### src/rtl/apu_stereo_mixer.sv
// Stereo mixer for the APU output stage: sums the four channel DAC codes (plus
// optional VIN) one slot per clock, then applies the NR50 master volume per side.
module apu_stereo_mixer #(
  parameter int CODE_W = 4,
  parameter int VIN_EN = 1,
  localparam int OUT_W = CODE_W + 6
) (
  input  logic              apuv_4mhz,
  input  logic              apu_reset,
  input  logic              apu_on,
  input  logic              mix_start,
  input  logic [CODE_W-1:0] ch1_code,
  input  logic [CODE_W-1:0] ch2_code,
  input  logic [CODE_W-1:0] ch3_code,
  input  logic [CODE_W-1:0] ch4_code,
  input  logic              nch1_active,
  input  logic              nch2_active,
  input  logic              nch3_active,
  input  logic              nch4_active,
  input  logic [CODE_W-1:0] vin_code,
  input  logic [3:0]        lmixer,
  input  logic [3:0]        rmixer,
  input  logic [2:0]        nlvolume,
  input  logic [2:0]        nrvolume,
  input  logic              vin_l_ena,
  input  logic              vin_r_ena,
  output logic [OUT_W-1:0]  left_out,
  output logic [OUT_W-1:0]  right_out,
  output logic              sample_valid,
  output logic              busy
);

  localparam int N     = (VIN_EN != 0) ? 5 : 4;
  localparam int ACC_W = CODE_W + 3;

  typedef enum logic [1:0] {
    IDLE,
    ACC,
    SCALE
  } state_t;

  state_t            state;
  logic [2:0]        slot;
  logic [ACC_W-1:0]  acc_l;
  logic [ACC_W-1:0]  acc_r;

  // Snapshot taken at the start edge; the sample in flight only ever sees these.
  logic [CODE_W-1:0] code_snap [5];
  logic [4:0]        l_en;
  logic [4:0]        r_en;
  logic [2:0]        lvol;
  logic [2:0]        rvol;

  logic [CODE_W-1:0] code_in [5];
  logic [3:0]        nact_in;
  logic [4:0]        l_en_in;
  logic [4:0]        r_en_in;

  assign code_in[0] = ch1_code;
  assign code_in[1] = ch2_code;
  assign code_in[2] = ch3_code;
  assign code_in[3] = ch4_code;
  assign code_in[4] = vin_code;
  assign nact_in    = {nch4_active, nch3_active, nch2_active, nch1_active};

  // A channel slot contributes only if routed to that side and its channel is running.
  logic [CODE_W-1:0] l_term [5];
  logic [CODE_W-1:0] r_term [5];

  for (genvar gi = 0; gi < 4; gi++) begin : g_chan
    assign l_en_in[gi] = lmixer[gi] & ~nact_in[gi];
    assign r_en_in[gi] = rmixer[gi] & ~nact_in[gi];
  end
  assign l_en_in[4] = (VIN_EN != 0) && vin_l_ena;
  assign r_en_in[4] = (VIN_EN != 0) && vin_r_ena;

  for (genvar gi = 0; gi < 5; gi++) begin : g_term
    assign l_term[gi] = l_en[gi] ? code_snap[gi] : '0;
    assign r_term[gi] = r_en[gi] ? code_snap[gi] : '0;
  end

  logic [CODE_W-1:0] l_add;
  logic [CODE_W-1:0] r_add;

  always_comb begin
    l_add = '0;
    r_add = '0;
    for (int k = 0; k < 5; k++) begin
      if (slot == 3'(k)) begin
        l_add = l_term[k];
        r_add = r_term[k];
      end
    end
  end

  // Multiply at full output width: the 4-bit (vol+1) factor times the
  // accumulator overflows the accumulator's own width.
  logic [3:0]       lfac;
  logic [3:0]       rfac;
  logic [OUT_W-1:0] l_scaled;
  logic [OUT_W-1:0] r_scaled;

  assign lfac     = {1'b0, lvol} + 4'd1;
  assign rfac     = {1'b0, rvol} + 4'd1;
  assign l_scaled = OUT_W'(acc_l) * OUT_W'(lfac);
  assign r_scaled = OUT_W'(acc_r) * OUT_W'(rfac);

  always_ff @(posedge apuv_4mhz or posedge apu_reset) begin
    if (apu_reset) begin
      state        <= IDLE;
      slot         <= '0;
      acc_l        <= '0;
      acc_r        <= '0;
      left_out     <= '0;
      right_out    <= '0;
      sample_valid <= 1'b0;
      busy         <= 1'b0;
      l_en         <= '0;
      r_en         <= '0;
      lvol         <= '0;
      rvol         <= '0;
      for (int k = 0; k < 5; k++) code_snap[k] <= '0;
    end else if (!apu_on) begin
      // Master off aborts any sample in flight without a valid pulse.
      state        <= IDLE;
      slot         <= '0;
      acc_l        <= '0;
      acc_r        <= '0;
      left_out     <= '0;
      right_out    <= '0;
      sample_valid <= 1'b0;
      busy         <= 1'b0;
    end else begin
      sample_valid <= 1'b0;
      case (state)
        IDLE: begin
          if (mix_start) begin
            for (int k = 0; k < 5; k++) code_snap[k] <= code_in[k];
            l_en  <= l_en_in;
            r_en  <= r_en_in;
            lvol  <= ~nlvolume;
            rvol  <= ~nrvolume;
            acc_l <= '0;
            acc_r <= '0;
            slot  <= '0;
            busy  <= 1'b1;
            state <= ACC;
          end
        end
        ACC: begin
          acc_l <= acc_l + ACC_W'(l_add);
          acc_r <= acc_r + ACC_W'(r_add);
          slot  <= slot + 3'd1;
          if (slot == 3'(N - 1)) begin
            state <= SCALE;
          end
        end
        SCALE: begin
          left_out     <= l_scaled;
          right_out    <= r_scaled;
          sample_valid <= 1'b1;
          busy         <= 1'b0;
          state        <= IDLE;
        end
        default: begin
          state <= IDLE;
          busy  <= 1'b0;
        end
      endcase
    end
  end

endmodule

### config.mk
export PLATFORM = sky130hd
export DESIGN_NAME = apu_stereo_mixer
export DESIGN_NICKNAME = d
export VERILOG_FILES = /design/src/rtl/apu_stereo_mixer.sv
export SDC_FILE = /design/constraint.sdc
export NUM_CORES = 1
export LEC_CHECK = 0
export BUFFER_PORTS_ARGS = -buffer_cell sky130_fd_sc_hd__buf_2
export CELL_PAD_IN_SITES_DETAIL_PLACEMENT = 1
export CELL_PAD_IN_SITES_GLOBAL_PLACEMENT = 1
export CORE_ASPECT_RATIO = 1.25
export CORE_MARGIN = 2
export CORE_UTILIZATION = 48
export CTS_BUF_LIST = sky130_fd_sc_hd__clkbuf_8 sky130_fd_sc_hd__clkbuf_16
export DETAILED_ROUTE_END_ITERATION = 8
export GPL_TIMING_DRIVEN = 0
export PLACE_DENSITY_LB_ADDON = 0.1
export SLEW_MARGIN = 20
export SYNTH_ARGS = -nofsm -noshare
export SYNTH_HDL_FRONTEND = slang
export SYNTH_SLANG_ARGS = --single-unit
### constraint.sdc
create_clock -name apuv_4mhz -period 6.5 [get_ports apuv_4mhz]
set_clock_uncertainty 0.15 [all_clocks]
set_input_delay 1.3 -clock apuv_4mhz [delete_from_list [all_inputs] [get_ports apuv_4mhz]]
set_output_delay 1.3 -clock apuv_4mhz [all_outputs]
set_load 0.01 [all_outputs]
Word level (Yosys, flattened, before mapping)
Index checks and enable logic that the tools add are counted.
Widths: inputs -> output; s select.
{"block": "totals", "reg_bits": 77}
{"block": "classes", "reduce_logical": 6, "bitwise_logic": 14, "n_mux": 41, "multipliers": 2, "eq_ne": 11, "addsub": 5}
{"op": "$mux 4", "count": 20}
{"op": "$mux 10", "count": 4}
{"op": "$pmux 7 s2", "count": 2}
{"op": "$mux 7", "count": 3}
{"op": "$mul 7x4->10", "count": 2}
{"op": "$add 7x4->7", "count": 2}
{"op": "$add 3x1->4 const B", "count": 2}
{"op": "$and 1x1->1", "count": 8}
{"op": "$eq 3x2->1 const B", "count": 2}
{"op": "$mux 2", "count": 3}
{"op": "$mux 3", "count": 2}
{"op": "$ne 3x3->1 const B", "count": 2}
{"op": "$not 3->3", "count": 2}
{"op": "$pmux 3 s2", "count": 1}
{"op": "$reduce_and 2->1", "count": 3}
{"op": "$mux 1", "count": 4}
{"op": "$not 1->1", "count": 4}
{"op": "$pmux 2 s2", "count": 1}
{"op": "$add 3x1->3 const B", "count": 1}
{"op": "$eq 3x1->1 const B", "count": 1}
{"op": "$eq 3x3->1 const B", "count": 1}
{"op": "$logic_not 3->1", "count": 1}
{"op": "$ne 3x1->1 const B", "count": 1}
{"op": "$reduce_and 3->1", "count": 1}
{"op": "6 further kinds", "count": 6}

Logic depth before layout (Yosys ltp)
Gate-level depths: netlist of run 1.
{"block": "logic_depth", "ltp_word": 9, "depth_mapped": 16}

Worst setup path before layout of run 1
Ideal clock, no wire load.
{"block": "synth_timing", "path_kind": "register -> register", "start": "reg lvol[0]", "end": "reg left_out[8]", "synth_period_minus_slack_ns": 3.467, "path_buffers": 0, "t_arrival_ns": 3.182, "slack_ns": 3.033, "path_stages_with_launch": 13, "setup_ns": 0.135, "path_cell_list": "dfrtp_1 ha_1 xor2_1 nand2_1 fa_1 inv_1 fa_1 fa_1 a21oi_1 o21ai_0 a21oi_1 xor2_1 o21ai_0"}
{"block": "synth_via", "elab_chain_cells": 4}
{"item": "start: declaration", "line_no": "51", "text": "logic [2:0] lvol;"}
{"item": "start signal: assignment", "line_no": "141", "text": "lvol <= ~nlvolume;"}
{"item": "$add 3x1->4", "line_no": "103", "text": "assign lfac = {1'b0, lvol} + 4'd1;"}
{"item": "$mul 7x4->10", "line_no": "105", "text": "assign l_scaled = OUT_W'(acc_l) * OUT_W'(lfac);"}
{"item": "$mux 10", "line_no": "135", "text": "case (state)"}
{"item": "$mux 10", "line_no": "123", "text": "end else if (!apu_on) begin"}
{"item": "end signal: assignment", "line_no": "159", "text": "left_out <= l_scaled;"}
{"item": "end: declaration", "line_no": "27", "text": "output logic [OUT_W-1:0] left_out,"}
Every way passes these cells. The select of a mux whose other input is x is not followed.
A chain may end at the register's enable or synchronous reset.

Final worst setup path of run 1
{"block": "layout_timing", "start": "reg rvol[0]", "end": "reg right_out[8]"}
{"block": "layout_via", "elab_chain_cells": 4}
{"item": "start: declaration", "line_no": "52", "text": "logic [2:0] rvol;"}
{"item": "start signal: assignment", "line_no": "142", "text": "rvol <= ~nrvolume;"}
{"item": "$add 3x1->4", "line_no": "104", "text": "assign rfac = {1'b0, rvol} + 4'd1;"}
{"item": "$mul 7x4->10", "line_no": "106", "text": "assign r_scaled = OUT_W'(acc_r) * OUT_W'(rfac);"}
{"item": "$mux 10", "line_no": "135"}
{"item": "$mux 10", "line_no": "123"}
{"item": "end signal: assignment", "line_no": "160", "text": "right_out <= r_scaled;"}
{"item": "end: declaration", "line_no": "28", "text": "output logic [OUT_W-1:0] right_out,"}
Every way passes these cells. The select of a mux whose other input is x is not followed.

==> results of run 1 <==
area by class of cell:
type	instances	area, µm²
Buffer	23	119
Sequential cell	77	1930
Clock buffer	12	267
Clock inverter	4	45.0
Tap cell	132	165
Inverter	40	153
Multi-Input combinational cell	464	3100
Timing Repair Buffer	66	353
Fill cell	1300	4540
registers in the layout (all words and copies together), names as in the netlist, 5 cells and up:
name       cells
r_en           5
right_out     10
acc_l          7
acc_r          7
l_en           5
code_snap     20
left_out      10
cells by family (layout without fill, tap and decap cells):
| group | count (synthesis) | count (layout) |
|---|---|---|
| multiplexers | 2 | 2 |
| AO/OA/AOI/OAI | 125 | 125 |
| flip-flops | 77 | 77 |
| adder cells (fa/ha/maj) | 63 | 63 |
| AND/OR/NAND/NOR | 252 | 252 |
| buffers and inverters | 63 | 145 |
| XOR/XNOR | 22 | 22 |
routing by layer:
metal | up-vias | part of all wire | GRT usage
met3 | 29 | 0.024 | 0.0265
li1 | 2185 | - | -
met2 | 82 | 0.56 | 0.487
met4 | 0 | 0.031 | 0.111
met1 | 2211 | 0.39 | 0.260
met5 | - | 0 | 0
how the worst max path moves through the flow:
| stage | start | end | slack (ns) | cells after the start |
|---|---|---|---|---|
| after global placement | apu_reset | right_out[9] | 2.15 | 2 |
| after floorplan | lvol[0] | left_out[8] | 3.03 | 12 |
| after CTS | rvol[0] | right_out[8] | 2.50 | 12 |
| after detailed placement | rvol[0] | right_out[8] | 2.53 | 12 |
| final | rvol[0] | right_out[8] | 2.54 | 12 |
| after global routing | lvol[0] | left_out[7] | 2.22 | 12 |
Yosys cell counts:
library cell  count
mux2i_1           2
dfrtp_1          77
or3_1            11
nor3b_4           1
nand3_1          14
nor2_1           30
buf_2             6
inv_1            40
o2111ai_1         2
a211oi_1         10
a21o_1            4
fa_1             22
clkbuf_1         14
o21ai_2           1
o211ai_1          2
a2111o_1          1
xnor2_1          10
a21oi_1          38
and2_1           23
o31ai_1           2
nand2_4           1
buf_6             2
nor3_1            1
nor2b_1           7
xor2_1           12
ha_1             41
o21bai_1          2
o21ai_1           2
a31oi_1          18
nand3b_1         10
nand2_1         138
a22o_1            2
and3_1            2
and2_2            2
a31o_1            2
o21a_1            7
o22ai_1           5
clkbuf_8          1
nand2b_1          8
o21ai_0          27
nor3b_1           4
stage by stage:
| step | std cells | total power, mW | worst slack [ns] | utilization |
|---|---|---|---|---|
| floorplan | 604 | 0.695 | 3.03 | - |
| finish | 818 | 1.30 | 2.54 | 0.574 |
| global placement | 801 | 0.757 | 2.15 | 0.542 |
| global route | 818 | 1.36 | 2.22 | 0.574 |
| CTS | 818 | 1.31 | 2.50 | 0.574 |
| detailed placement | 802 | 0.778 | 2.53 | 0.545 |
power by group:
group          internal (mW)  total (mW)  switching [mW]
sequential             0.525       0.579          0.0539
clock                  0.327       0.527           0.200
combinational         0.0742       0.190           0.116
tightest hold or removal path, cell delays in order, from the launching register on:
cell and delay (ns):
dfrtp_1 0.33, nand3_1 0.06, o21ai_0 0.07
==> results.cfg, run 1 <==
[critical_path]
cp_slowest_cell = fa_1
critPathLaunchType = flop
r2r-start = rvol[0]
cp-end-kind = flop
reg2reg_depth = 12
crit_path_max_fanout = 10
critical_path_arrival_ns = 4.02
rr_endpoint = right_out[8]
crit_path_frequent_cell = fa_1
required_ns = 6.56
crit_path_max_incr_delay_ns = 0.53
crit_family = adder cells
critical_path.cell_chain = ha_1 -> xor2_1 -> nand2_1 -> fa_1 -> inv_1 -> fa_1 -> fa_1 -> a21oi_1 -> o21ai_0 -> a21oi_1 -> xor2_1 -> o21ai_0
crit_type = flop to flop
r2r_setup_slack_ns = 2.54
cp_num_buf_inv = 1

[floorplan]
die_w_um = 97.9
rows = 42
io_pins = 66
dieArea_um2 = 11900
fp.dieH_um = 121
initial_core_util = 0.496
core_area_um2 = 10700

[synth]
ys_types = 41
yosys.area_share.simple = 0.222
syn_area_um2 = 5290
syn_nets = 711
synth_top_area_frac = 0.364
synth-adder-area-share = 0.180
yosysTopAreaCell = dfrtp_1
synth-xor-area-share = 0.0364
muxShareOfSynthArea = 0.00378
ys_seq_area_frac = 0.364
synthCells = 604
synth-compound-area-share = 0.143
synth_top_family_by_area = simple AND/OR/NAND/NOR gates
ys_warn_count = 0
synth-seq-cells = 77
syn_avg_cell_area_um2 = 8.76
synth_area_leaders = dfrtp_1 36%, nand2_1 9.8%, ha_1 9.7%

[grt]
grt_pass1_wl_um = 23200
grt_pass1_vias = 4952
antenna_found_initial = 0
grt.total_usage = 0.247
grt_max_degree = 47
gr-total-overflow = 0

[clocking]
cts_tree = done
cts_max_path_buffers = 2
numCtsBuffers = 9
post_cts_resized = 0
htreeDepth = 3
clock_latency_ns = 0.34
clock-root-buffer = clkbuf_16
cts_hold_buf = 0
clkSinkCount = 77
clk_pin_slew_ns = 0.06
cts_setup_buffers = 0

[routing]
wl_per_cell_um = 17.0
firstDrtPassIters = 4
totalWireLength_um = 13900
ant_nets = 0
drt_iter0_drc = 155
viasPerCell = 5.51
drc = 0
vias = 4507

[power_and_ir_drop]
ir_drop_v = 0.000129
power.density_nw_per_um2 = 212
p_leak_nw = 3.16

[timing]
relSlewSlack = 0.580
fmax_ghz = 0.252
tns_ns = 0
hold_viol_final = 0
fin_crit_ns = 3.96
slew_violations = 0
setup_violations = 0
holdWs_ns = 0.354
rsz0062_at_grt = no
worst_pin_slew_ns = 0.626
min_period_over_period = 0.610

[placed_design]
port_buffers = 65
gp_routability_congestion = 0.887
placed_area_um2 = 5810
dp_hpwl_um = 11000

[worst_hold_path]
hp-start = left_out[8]
min_path_cells = 2
hold_class = flop to flop
worst_hold_path.endpoint = left_out[8]

[layout]
antennaDiodeCount = 0
area_growth_pct = 15.7
final_area_um2 = 6120
num-nets-final = 788
final_common_cell = nand2_1
drive_gt1_frac = 0.141
final_cell_mix = 138 x nand2_1, 77 x dfrtp_1, 71 x buf_2, 41 x ha_1, 39 x inv_1

[job]
cap_violations = 0

[outcome]
status = complete, no violations
(Power assumes the default switching activity.)
==> run 2: changes to the inputs <==
--- a/config.mk
+++ b/config.mk
@@ -5,12 +5,13 @@
 export SDC_FILE = /design/constraint.sdc
 export NUM_CORES = 1
 export LEC_CHECK = 0
+export ABC_AREA = 1
 export BUFFER_PORTS_ARGS = -buffer_cell sky130_fd_sc_hd__buf_2
 export CELL_PAD_IN_SITES_DETAIL_PLACEMENT = 1
 export CELL_PAD_IN_SITES_GLOBAL_PLACEMENT = 1
 export CORE_ASPECT_RATIO = 1.25
 export CORE_MARGIN = 2
-export CORE_UTILIZATION = 48
+export CORE_UTILIZATION = 44
 export CTS_BUF_LIST = sky130_fd_sc_hd__clkbuf_8 sky130_fd_sc_hd__clkbuf_16
 export DETAILED_ROUTE_END_ITERATION = 8
 export GPL_TIMING_DRIVEN = 0
==> constraint.sdc (replaced) <==
create_clock -name apuv_4mhz -period 3.7 [get_ports apuv_4mhz]
set_clock_uncertainty 0.15 [all_clocks]
set_input_delay 0.74 -clock apuv_4mhz [delete_from_list [all_inputs] [get_ports apuv_4mhz]]
set_output_delay 0.74 -clock apuv_4mhz [all_outputs]
set_load 0.01 [all_outputs]
==> results.cfg, run 2 <==
[synth]
ys.flop_type = dfrtp_1
async_flop_share = 1.00
ys_seq_area_frac = 0.339
synth_top_area_frac = 0.339
synth-seq-cells = 77
synthCells = 762
syn_nets = 869
yosysTopAreaCell = dfrtp_1
synthTopCellsByCount = 288 x nand2_1, 104 x inv_1, 77 x dfrtp_1, 56 x nand3_1, 50 x nor2_1
synthMostInstantiatedCell = nand2_1
synth_edf_count = 0
syn_area_um2 = 5680
synth_area_leaders = dfrtp_1 34%, nand2_1 19%, ha_1 9.0%
ys_warn_count = 0
ys_types = 32
syn_avg_cell_area_um2 = 7.46

[placed_design]
place_ws_ns = 0.0626
port_buffers = 64
dp_hpwl_um = 12300
gp_routability_congestion = 0.929
dp_cells = 995

[routing]
viasPerCell = 5.13
totalWireLength_um = 15700
wl_per_cell_um = 15.5
drc = 0
vias = 5206
drt_iter0_drc = 161
firstDrtPassIters = 4
ant_nets = 0

[layout]
final_cell_mix = 285 x nand2_1, 103 x inv_1, 75 x dfrtp_1, 67 x buf_2, 56 x nand3_1
drive_gt1_frac = 0.163
regMostFlops = code_snap
largest_reg_flops = 20
antennaDiodeCount = 0
final_common_cell = nand2_1
finalNonFillerCells = 1014
num-nets-final = 949
area_growth_pct = 16.9
top_regs = code_snap: 20 flops, left_out: 10 flops, right_out: 10 flops
fillers = 1648
fin_util = 0.525

[timing]
setup_violations = 0
worst_pin_slew_ns = 0.477
slew_violations = 0
finalWorstSetupSlack_ns = 0.238
holdWs_ns = 0.280
hold_viol_final = 0
fin_crit_ns = 3.46
min_period_over_period = 0.936
fmax_ghz = 0.289
relSlewSlack = 0.682
rsz0062_at_grt = no

[critical_path]
cp-end-kind = flop
cp_slowest_cell = fa_1
r2r_setup_slack_ns = 0.24
cp_num_buf_inv = 2
crit_family = adder cells
critical_path_arrival_ns = 3.54
critPathLaunchType = flop
crit_path_frequent_cell = nand2_1
crit_type = flop to flop
required_ns = 3.78
crit_path_max_fanout = 5
crit_path_max_incr_delay_ns = 0.52
critical_path.cell_chain = ha_1 -> or2_2 -> nand2_2 -> nor2_1 -> fa_1 -> inv_1 -> fa_1 -> inv_1 -> ha_1 -> nand3_1 -> nand2_2 -> nand2_1 -> nand2_1 -> nand2_1 -> nand3_1 -> nand2_1

[floorplan]
initial_core_util = 0.449
fp.dieH_um = 131
die_w_um = 106
dieArea_um2 = 13800
io_pins = 66
rows = 46
core_area_um2 = 12700

[grt]
antenna_found_initial = 0
grt_pass1_wl_um = 26200
gr-total-overflow = 0
grt.total_usage = 0.241
grt_pass1_vias = 5498
grt_max_degree = 44

[power_and_ir_drop]
p_leak_nw = 3.81
power.density_nw_per_um2 = 368
ir_drop_v = 0.000274

[clocking]
cts_hold_buf = 0
clkSinkCount = 77
cts_max_path_buffers = 2
cts_tree = done
htreeDepth = 3
clk_pin_slew_ns = 0.06
numCtsBuffers = 9
clock_latency_ns = 0.34
clock-root-buffer = clkbuf_16

[outcome]
status = complete, no violations

[worst_hold_path]
hold_class = input port to async pin

[job]
cap_violations = 0
[run 2: cell count changes after synthesis, sizes merged, moves of 11 or more]
cell and change:
a21oi -14, a31oi -18, and2 -25, clkbuf -11
inv +68, nand2 +153, nand3 +44, nand4 +18
nor2 +26, or3 -11
[run 2: layout make-up]
type	count	area, µm²	area share
Inverter	108	410	0.0617
Multi-Input combinational cell	559	3250	0.488
Clock inverter	6	113	0.0169
Timing Repair Buffer	69	378	0.0569
Buffer	18	135	0.0203
Tap cell	168	210	0.0316
Clock buffer	9	225	0.0339
Sequential cell	77	1930	0.290
[run 2: cells by family (layout without fill, tap and decap cells)]
group | after synthesis | after routing | share of synthesized area
xor gates and xnor gates | 4 | 4 | 0.00616
and+or+nand+nor | 430 | 430 | 0.322
adders and majority gates | 63 | 63 | 0.168
AOI/OAI and AO/OA | 62 | 62 | 0.0700
buffers and inverters | 126 | 210 | 0.0955
DFF | 77 | 77 | 0.339
[run 2: worst reg2reg max path: cells and delay by family, from the launching register on]
| kind | cells | cell delay (ns) |
|---|---|---|
| adders and majority gates | 4 | 1.62 |
| and+or+nand+nor | 10 | 1.05 |
| DFF | 1 | 0.44 |
| buffers and inverters | 2 | 0.09 |
[run 2: stage by stage]
step	instance area (µm²)	power, mW	TNS, ns
after floorplan	5680	1.27	0
after global placement	6210	1.39	-14.11
after detailed placement	6240	1.42	0
after CTS	6580	2.45	0
after global routing	6650	2.57	0
final	6650	2.44	0
[run 2: worst paths after layout]
| kind | start | cells after the start | endpoint |
|---|---|---|---|
| worst max-delay path | lvol[0] | 16 | left_out[9] |
| worst min-delay path | apu_reset | 2 | right_out[8] |
| worst max register to register | lvol[0] | 16 | left_out[9] |
| worst min register to register | right_out[8] | 2 | right_out[8] |
| max in group asynchronous | apu_reset | 3 | lvol[0] |
| min in group apuv_4mhz | right_out[8] | 2 | right_out[8] |
[run 2: what timing repair did]
item	4_1_cts	5_1_grt
endpoints found under the setup margin	0	10
buffers inserted	0	4
gates resized for setup	0	10
hold endpoints to repair	0	0
[run 2: metal layers]
metal / wire length, µm / up-vias / part of all wire / track usage
li1: - / 2564 / - / -
met1: 6100 / 2523 / 0.39 / 0.256
met2: 8770 / 88 / 0.56 / 0.479
met3: 389 / 31 / 0.025 / 0.0326
met4: 443 / 0 / 0.028 / 0.0921
met5: 0 / - / 0 / 0
[run 2: report_power, final]
part | switching (mW) | leakage (nW) | internal, mW
logic | 0.261 | 2.63 | 0.148
registers | 0.0916 | 1.02 | 0.923
clock network | 0.363 | 0.165 | 0.657
==> run 3: changes to the inputs <==
--- a/config.mk
+++ b/config.mk
@@ -5,13 +5,12 @@
 export SDC_FILE = /design/constraint.sdc
 export NUM_CORES = 1
 export LEC_CHECK = 0
-export ABC_AREA = 1
 export BUFFER_PORTS_ARGS = -buffer_cell sky130_fd_sc_hd__buf_2
 export CELL_PAD_IN_SITES_DETAIL_PLACEMENT = 1
 export CELL_PAD_IN_SITES_GLOBAL_PLACEMENT = 1
 export CORE_ASPECT_RATIO = 1.25
 export CORE_MARGIN = 2
-export CORE_UTILIZATION = 44
+export CORE_UTILIZATION = 45
 export CTS_BUF_LIST = sky130_fd_sc_hd__clkbuf_8 sky130_fd_sc_hd__clkbuf_16
 export DETAILED_ROUTE_END_ITERATION = 8
 export GPL_TIMING_DRIVEN = 0
==> results.cfg, run 3 (synthesis results as in run 1) <==
[grt]
grt_pass1_vias = 4865
grt_pass1_wl_um = 23300
grt.total_usage = 0.233
antenna_found_initial = 0
grt_max_degree = 41
gr-total-overflow = 0

[critical_path]
cp_slowest_cell = fa_1
critical_path_arrival_ns = 3.64
required_ns = 3.76
cp-end-kind = flop
crit_path_max_incr_delay_ns = 0.52
critical_path.cell_chain = ha_1 -> xor2_4 -> nand2_1 -> fa_1 -> inv_1 -> fa_1 -> ha_1 -> a211oi_1 -> nor2_1 -> o21ai_1 -> mux2i_1 -> o21ai_0
crit_type = flop to flop
critPathLaunchType = flop
crit_path_max_fanout = 7

[clocking]
clk_pin_slew_ns = 0.06
clkSinkCount = 77
cts_tree = done
cts_max_path_buffers = 2
cts_hold_buf = 0
clock-root-buffer = clkbuf_16
numCtsBuffers = 9
clock_latency_ns = 0.34
htreeDepth = 3

[layout]
final_area_um2 = 6300
drive_gt1_frac = 0.173
multi_input_area_um2 = 3200
final_common_cell = nand2_1
num-nets-final = 795
antennaDiodeCount = 0
final_cell_mix = 137 x nand2_1, 73 x dfrtp_1, 71 x buf_2, 40 x inv_1, 36 x a21oi_1
fillers = 1399
largest_reg_flops = 20
regMostFlops = code_snap
area_growth_pct = 19.1
top_regs = code_snap: 20 flops, left_out: 10 flops, right_out: 10 flops
regArea_um2 = 1930

[placed_design]
dp_hpwl_um = 10900
placed_area_um2 = 5810
gp_routability_congestion = 0.856
place_ws_ns = -0.322
port_buffers = 65

[routing]
viasPerCell = 5.43
ant_nets = 0
firstDrtPassIters = 4
drc = 0
drt_iter0_drc = 133
wl_per_cell_um = 17.1
vias = 4510
totalWireLength_um = 14200

[floorplan]
initial_core_util = 0.458
die_w_um = 101
fp.dieH_um = 125
dieArea_um2 = 12600
io_pins = 66
core_area_um2 = 11600
rows = 44

[timing]
setup_violations = 0
fin_crit_ns = 3.58
worst_pin_slew_ns = 0.566
hold_viol_final = 0
tns_ns = 0
relSlewSlack = 0.620
slew_violations = 0
finalWorstSetupSlack_ns = 0.121
fmax_ghz = 0.279
min_period_over_period = 0.967
holdWs_ns = 0.286

[power_and_ir_drop]
ir_drop_v = 0.000197
power.density_nw_per_um2 = 380
p_leak_nw = 3.18

[outcome]
status = complete, no violations

[worst_hold_path]
hold_class = input port to async pin

[job]
cap_violations = 0
[run 3: cell count changes in the layout (fill, tap and decap cells not counted), sizes merged, moves of 11 or more]
| cell | change |
|---|---|
| nand2 | -153 |
| nand4 | -18 |
| clkbuf | +11 |
| and2 | +25 |
| a21oi | +14 |
| inv | -67 |
| or3 | +11 |
| nor2 | -26 |
| nand3 | -44 |
| a31oi | +18 |
[run 3: repair_timing]
| item | in CTS | in global routing |
|---|---|---|
| setup endpoints to repair | 10 | 12 |
| gates resized for setup | 11 | 15 |
| pin swaps | 0 | 9 |
| setup buffers | 3 | 4 |
| hold endpoints to repair | 0 | 0 |
[run 3: critical path, delay by kind of cell (launching register included)]
kind | cells | cell delay [ns]
buffers and inverters | 1 | 0.05
AOI/OAI and AO/OA | 3 | 0.49
adders and majority gates | 4 | 1.64
xor gates and xnor gates | 1 | 0.23
DFF | 1 | 0.43
and+or+nand+nor | 2 | 0.22
muxes | 1 | 0.22
[run 3: path summary, 6_finish.rpt]
| path | startpoint | endpoint | slack [ns] | cells after the start |
|---|---|---|---|---|
| max reg2reg | rvol[0] | right_out[7] | 0.12 | 12 |
| min reg2reg | left_out[6] | left_out[6] | 0.34 | 2 |
| max in group asynchronous | apu_reset | slot[0] | 2.52 | 3 |
| min in group apuv_4mhz | left_out[6] | left_out[6] | 0.34 | 2 |
| max | rvol[0] | right_out[7] | 0.12 | 12 |
| min | apu_reset | code_snap[12] | 0.29 | 2 |
[run 3: cell type report]
type,instances,share of cell area
plain buffers,23,0.0189
clock buffers,9,0.0357
clock inverters,6,0.0165
inverters,40,0.0242
multi-input cells,464,0.508
flip-flops and latches,77,0.307
well taps,138,0.0274
repair buffers,73,0.0631
[run 3: per-stage QoR]
stage | util | std cells | total power, mW
2_1_floorplan | - | 604 | 1.22
3_3_place_gp | 0.501 | 807 | 1.33
3_5_place_dp | 0.503 | 808 | 1.36
4_1_cts | 0.537 | 826 | 2.39
5_1_grt | 0.545 | 830 | 2.51
6_report | 0.545 | 830 | 2.40
[run 3: routing by layer]
layer | wire [µm] | global-route usage | up-vias
li1 | - | - | 2197
met1 | 5430 | 0.251 | 2208
met2 | 8090 | 0.458 | 84
met3 | 378 | 0.0319 | 21
met4 | 283 | 0.0668 | 0
met5 | 0 | 0 | -
[run 3: power breakdown]
| part | switching (mW) | total, mW | internal (mW) | leakage [nW] |
|---|---|---|---|---|
| clock | 0.349 | 0.999 | 0.650 | 0.166 |
| combinational | 0.224 | 0.384 | 0.161 | 2.00 |
| sequential | 0.0909 | 1.01 | 0.924 | 1.02 |
